<file path="config.mk">
export PLATFORM = sky130hd
export DESIGN_NAME = window_generator_bin
export DESIGN_NICKNAME = d
export VERILOG_FILES = /design/src/rtl/window_generator_bin.sv
export SDC_FILE = /design/constraint.sdc
export NUM_CORES = 1
export LEC_CHECK = 0
export BUFFER_PORTS_ARGS = -buffer_cell sky130_fd_sc_hd__buf_2
export CAP_MARGIN = 15
export CORE_ASPECT_RATIO = 0.5
export CORE_MARGIN = 5
export CORE_UTILIZATION = 60
export DETAILED_ROUTE_END_ITERATION = 16
export PLACE_DENSITY_LB_ADDON = 0.2
export SETUP_SLACK_MARGIN = 0.05
export SYNTH_ARGS = -nofsm -noshare
export SYNTH_HDL_FRONTEND = slang
export SYNTH_SLANG_ARGS = --single-unit
</file>
<file path="constraint.sdc">
create_clock -name clk -period 3.77 [get_ports clk]
set_input_delay 0.377 -clock clk [delete_from_list [all_inputs] [get_ports clk]]
set_output_delay 0.377 -clock clk [all_outputs]
set_load 0.05 [all_outputs]
</file>
<file path="src/rtl/window_generator_bin.sv">
`default_nettype none
// ============================================================================
// Module      : window_generator_bin
// Description : Sliding window generator for a raster-order 1-bit pixel
//               stream. Buffers (window_width-1) image rows in shift-register
//               line buffers and emits one flattened window_width x
//               window_width binary window per accepted pixel, one clock after
//               the pixel is accepted.
//               Optional build macro: WINDOW_EDGE_MASK_EN - when defined,
//               out_ready is suppressed for windows that straddle a row
//               boundary (pixel column < window_width-1).
// Revision    : 1.0 - initial release
// ============================================================================
module window_generator_bin #(
  parameter int window_width  = 5,
  parameter int im_width      = 320,
  parameter int im_width_bits = 9
) (
  input  logic                                   clk,
  input  logic                                   rst_n,
  input  logic                                   in_enable,
  input  logic                                   in_data,
  output logic                                   out_ready,
  output logic [window_width*window_width-1:0]   out_data
);

  localparam int c_NW       = window_width * window_width;
  localparam int c_ROW_BITS = $clog2(window_width);

  localparam logic [im_width_bits-1:0] c_COL_LAST        = im_width_bits'(im_width - 1);
  localparam logic [im_width_bits-1:0] c_COL_FIRST_VALID = im_width_bits'(window_width - 1);
  localparam logic [c_ROW_BITS-1:0]    c_ROW_LAST        = c_ROW_BITS'(window_width - 1);

  // Line buffers: buffer k holds the pixel that entered (k+1)*im_width pixels ago
  // in its MSB at the moment a new pixel is accepted.
  logic [im_width-1:0]      r_lb [window_width-1];
  logic [window_width-2:0]  w_lb_in;

  // Newest window column, index = window row (0 = oldest image row).
  logic [window_width-1:0]  w_col;

  logic [c_NW-1:0]          r_win;
  logic [c_NW-1:0]          w_win_nxt;

  logic [im_width_bits-1:0] r_col;
  logic [c_ROW_BITS-1:0]    r_row;
  logic                     r_ready;
  logic                     w_col_ok;
  logic                     w_valid;

  assign w_col[window_width-1] = in_data;

  generate
    for (genvar k = 0; k < window_width - 1; k++) begin : g_lb
      if (k == 0) begin : g_first
        assign w_lb_in[k] = in_data;
      end else begin : g_chain
        assign w_lb_in[k] = r_lb[k-1][im_width-1];
      end

      // Shift one pixel into the line buffer for every accepted pixel.
      always_ff @(posedge clk) begin
        if (in_enable) begin
          r_lb[k] <= {r_lb[k][im_width-2:0], w_lb_in[k]};
        end
      end

      // Deeper buffer -> older image row -> lower window row index.
      assign w_col[window_width-2-k] = r_lb[k][im_width-1];
    end
  endgenerate

  // Next window: every row shifts one column left, newest column enters at the right.
  generate
    for (genvar r = 0; r < window_width; r++) begin : g_row
      for (genvar c = 0; c < window_width - 1; c++) begin : g_col
        assign w_win_nxt[r*window_width+c] = r_win[r*window_width+c+1];
      end
      assign w_win_nxt[r*window_width+window_width-1] = w_col[r];
    end
  endgenerate

  assign w_col_ok = (r_col >= c_COL_FIRST_VALID);

`ifdef WINDOW_EDGE_MASK_EN
  // Only windows lying entirely inside one image row are flagged valid.
  assign w_valid = (r_row == c_ROW_LAST) && w_col_ok;
`else
  // Set once the row counter has saturated and a further row has begun, so
  // every later pixel (including column 0..window_width-2) is valid.
  logic r_row_past;

  // Track whether the stream has moved beyond the first full-window row.
  always_ff @(posedge clk or negedge rst_n) begin
    if (!rst_n) begin
      r_row_past <= 1'b0;
    end else if (!in_enable) begin
      r_row_past <= 1'b0;
    end else if ((r_col == c_COL_LAST) && (r_row == c_ROW_LAST)) begin
      r_row_past <= 1'b1;
    end
  end

  assign w_valid = (r_row == c_ROW_LAST) && (w_col_ok || r_row_past);
`endif

  // Position counters, window register and ready flag.
  always_ff @(posedge clk or negedge rst_n) begin
    if (!rst_n) begin
      r_col   <= '0;
      r_row   <= '0;
      r_ready <= 1'b0;
      r_win   <= '0;
    end else if (!in_enable) begin
      r_col   <= '0;
      r_row   <= '0;
      r_ready <= 1'b0;
    end else begin
      r_ready <= w_valid;
      r_win   <= w_win_nxt;
      if (r_col == c_COL_LAST) begin
        r_col <= '0;
        if (r_row != c_ROW_LAST) begin
          r_row <= r_row + c_ROW_BITS'(1);
        end
      end else begin
        r_col <= r_col + im_width_bits'(1);
      end
    end
  end

  assign out_ready = r_ready;
  assign out_data  = r_win;

endmodule
`default_nettype wire

</file>
# Word level (Yosys, flattened, before mapping)
# Memory sizes are Yosys's and may differ from the RTL's.
# Cells that the tools add are included.
[classes]
n_addsub = 2
order_cmp = 1
n_eq_ne = 6
mux = 10
n_reduce_logical = 4
[op_table]
columns = ["cell", "count"]
rows = [
  ["$mux W9", 2],
  ["$add A9 B1 Y9 const B", 1],
  ["$eq A9 B9 Y1 const B", 1],
  ["$ge A9 B3 Y1 const B", 1],
  ["$mux W3", 3],
  ["$ne A2 B1 Y1 const B", 3],
  ["$mux W1", 5],
  ["$add A3 B1 Y3 const B", 1],
  ["$eq A3 B3 Y1 const B", 1],
  ["$ne A3 B3 Y1 const B", 1],
  ["$logic_and A1 B1 Y1", 2],
  ["$reduce_and A2 Y1", 1],
  ["$logic_or A1 B1 Y1", 1],
]
[totals]
ff_bits = 39
mem_bits_rw = 1280
in_bits = 4
output_inout_bits = 26
word_cells = 29
memories = 1
[mem_list]
columns = ["memory", "words", "width", "rd", "rd_ports_with_merged_regs", "wr", "line", "source"]
rows = [
  ["r_lb", 4, 320, 4, 0, 4, "36", "logic [im_width-1:0] r_lb [window_width-1];"],
]

# Logic depth before layout (Yosys ltp)
[logic_depth]
word_depth = 4
mapped_depth = 5
ltp_nobuf = 5

# Worst setup path before layout
# No wires, ideal clock.
[synth_timing]
kind = "reg-to-reg"
from = "register r_col[0]"
to = "register r_col[0]"
setup_time_ns = 0.120
arrival_time_ns = 1.337
setup_slack_ns = 2.313
stages_incl_launch_ff = 5
n_path_buf = 0
synth_period_minus_slack_ns = 1.457
cell_sequence = "dfrtp_1 ha_1 nand4b_2 or3_1 and3_1"
[synth_via]
elab_chain_len = 3
word_cells_on_any_way = 4
classes_between = "add/sub: 1; eq/ne: 1; mux: 2"
[synth_rtl]
columns = ["element", "line", "source"]
rows = [
  ["start, declared", "45", "logic [im_width_bits-1:0] r_col;"],
  ["start signal, assigned", "127", "r_col <= r_col + im_width_bits'(1);"],
  ["$add A9 B1 Y9 / $eq A9 B9 Y1 (equally long branches)", "127, 121", ""],
  ["$mux W9 (*)", "121", "if (r_col == c_COL_LAST) begin"],
  ["$mux W9 (*)", "114", "end else if (!in_enable) begin"],
]
# Every way passes the cells marked *; elsewhere a longest branch is shown, timed or not.
# A chain may end at the register's enable or synchronous reset.

# Worst setup path in the final report
[layout_timing]
from = "register r_win[24], in the netlist out_data[24]"
to = "output port out_data[24]"
[layout_rtl]
columns = ["element", "line", "source"]
rows = [
  ["start, declared", "42", "logic [c_NW-1:0] r_win;"],
  ["start signal, assigned", "120", "r_win <= w_win_nxt;"],
  ["end, declared", "24", "output logic [window_width*window_width-1:0] out_data"],
]
# No word-level cell between the ends.

==> impl_results.md <==
* Total CTS buffers at slightly above 100
* Global route overflow at 0
* Largest net degree at the start of global routing at 147
* Worst Path Max Fanout at 3
* Max Cap Viol at 0
* Syn Std Cell Area at ~40,000 sq um
* Tmin final at around 1.7 ns
* Min-delay worst type: in2reg
* WL final at 46,900 um
* Max H-tree Level at 3
* Post-CTS Resized at 0
* EDFF count, synth at approximately 1,300
* Final nets at between 1,500 and 2,000
* Share of post-route cells with drive strength above 1 at 14.7%
* Cell taking the most area after synthesis: edfxtp_1
* Area growth syn-to-layout at 12.5%
* Die footprint at between 70,000 and 80,000 sq um
* Fin. max-slew vios at 0
* Core box area at 66,600 sq um
* Worst relative slew slack at a little over two fifths
* Final Instance Count excl. Fillers at roughly 2,600
* Initial core utilization at 60.2%
* Die Span Y at 193 um
* Setup violations, final at 0
* Fillers at 3,965
* Worst-path clk slew at 0.07 ns
* Top post-synthesis cells by count: edfxtp_1 (1,280), dfrtp_1 (39), mux2_2 (25)
* Worst setup SP type: flop
* ANT nets after route at 0
* Psw at about 5.4 mW
* Top delay family on crit path: flip-flops
* Main synth FF type: edfxtp_1
* DP Worst Slack at 1.68 ns
* Initial DRC Count at approximately 1,200
* Int Pwr at 23.0 mW
* # rows at 67
* Tot GR Track Use at 12.9%
* Netlist cell types at 37
* First-pass GRT wire length at 72,700 um
* Switch share at a little under a fifth
* Worst skew pair latency at 0.65 ns
* Final GP Congestion at 0.747
* Setup tns final at 0 ns
* VDD IR-drop max at 0.458 mV
* Drt drc at 0
* Crit Path Class: reg2out
* Ant diodes at 0
* Worst Tran Pin Value at about 0.86 ns
* Via density per instance at 5.18
* Post-synth ARST share at a little under 3%
* Syn Area/Cell at ~28 sq um
* CP arrival at 1.30 ns
* F_max at 595 MHz
* Port Buffers at 29
* # clock sinks at between 1,000 and 1,500
* Skew final at 0.0144 ns
* Crit path largest cell delay at 0.37 ns
* Required @ worst endpoint at 3.39 ns
* Combinational share of power at 2.2%
* Post-Syn Nets at 1,421
* RSZ-0062 raised after global routing: no
* TritonCTS clock tree: done
* WHS at 0.255 ns
* Synthesis warning total at 0
* Post-DP HPWL at 21,100 um
* Area of the multi-input gates at 674 sq um
* Initial antenna violation count at 1
* Post-DR wirelength/cell at 18.3 um
* Post-synthesis register bit count at 1,319
* Share of the synthesized area in the top cell type at 95.8%
* Setup ws final at 2.09 ns
* Sequential area share after synthesis at between 90 and 100%
* Die width at 376 um
* Via count at 13,200
* Crit path buffers/inverters at 1
* Pre-antenna DRT Iters at 5
* Critical Path, Cell by Cell: buf_2
* Vias in the first global route at approximately 13,000
* Pleak at 15.3 nW
* Crit end category: primary output
* Placed cell count at roughly 2,400
* Cell with the most instances after synthesis: edfxtp_1
* Status: finished, final reports clean
* Clock root buffer: clkbuf_16
* Syn Inst Count at ~1,400
* Clk buf depth at 3
* Final hold violation count at 0
* Ports at 30
* Clock Power Share at 37.0%
* Register share of total power at 60.8%
* Critical-path top delay cell: dfrtp_1
* Fin crit share at 44.6%
* Synth top area cells: edfxtp_1 (96%), dfrtp_1 (2.4%), mux2_2 (0.70%)
* Register Area at around 39,000 sq um
* Pwr dens at 630 nW/um^2
## logic make-up after synthesis
group / count (synthesis) / synth area share, %
multiplexers: 26 / 0.726
AO/OA/AOI/OAI: 19 / 0.315
XOR/XNOR: 2 / 0.0436
buffers and inverters: 13 / 0.131
flip-flops: 1319 / 98.2
adder cells (fa/ha/maj): 4 / 0.125
AND/OR/NAND/NOR: 30 / 0.471
## flip-flops by register name, summed over array words and instances (netlist names)
name,count
r_lb,1280
out_data,25
r_col,9
out_ready,1
r_row,3
r_row_past,1
## metal layers
layer,vias up,global-route usage (%),routed length [um]
met4,0,4.44,1120
met1,6861,21.4,24500
met2,204,17.1,19400
met3,98,3.11,1910
li1,6086,-,-
met5,-,0,0
## cell type report
cell class | count | area share [%]
Multi-Input combinational cell | 81 | 1.49
Timing Repair Buffer | 71 | 1.39
Clock buffer | 124 | 5.93
Tap cell | 897 | 2.48
Clock inverter | 61 | 1.40
Sequential cell | 1319 | 87.3
Inverter | 7 | 0.0582
## power by group through the flow
stage | Clock [mW] | Combinational, mW | Sequential (mW)
floorplan | 0 | 0.0676 | 17.7
global placement | 0 | 0.616 | 17.6
detailed placement | 0 | 0.647 | 17.6
CTS | 10.9 | 0.640 | 17.3
global route | 11.6 | 0.674 | 17.4
finish | 10.5 | 0.627 | 17.3
## per-stage QoR
stage                     util, %  power, mW  instance area (sq um)
after floorplan                 -       17.7                  40100
after global placement       62.8       18.2                  41800
after detailed placement     62.8       18.2                  41800
after CTS                    67.8       28.8                  45200
after global routing         67.8       29.6                  45200
final                        67.8       28.5                  45200
## worst paths after layout
kind / slack, ns / from / end / cells past startpoint
max: 2.09 / out_data[24] / out_data[24] / 1
min: 0.25 / in_enable / r_lb[0][112] / 1
max reg2reg: 2.12 / r_col[0] / r_col[0] / 4
min reg2reg: 0.41 / r_lb[2][123] / r_lb[2][124] / 0
max in group asynchronous: 2.85 / rst_n / r_col[5] / 2
min in group asynchronous: 0.38 / rst_n / out_data[2] / 2
## cell usage in the layout, fill, tap and decap left out, drive strengths merged, types with 2 or more instances in the layout
cell type / synthesis / routed
ha: 4 / 4
clkbuf: 3 / 124
a31oi: 2 / 2
nor4: 2 / 2
bufinv: 0 / 12
o21ai: 4 / 4
a21oi: 4 / 4
clkinv: 0 / 41
nor2b: 2 / 2
and3: 3 / 3
inv: 7 / 10
mux2: 25 / 25
nand4b: 3 / 3
dfrtp: 39 / 39
o311ai: 2 / 2
dlygate4sd3: 0 / 2
edfxtp: 1280 / 1280
or4: 2 / 2
nand2: 7 / 7
nand3: 4 / 4
buf: 3 / 69
clkinvlp: 0 / 5
## repair_timing
action,in CTS,in global routing
hold buffers,2,0
hold endpoints to repair,41,0
buffers inserted,0,0
Power figures use the tool's default switching activity.
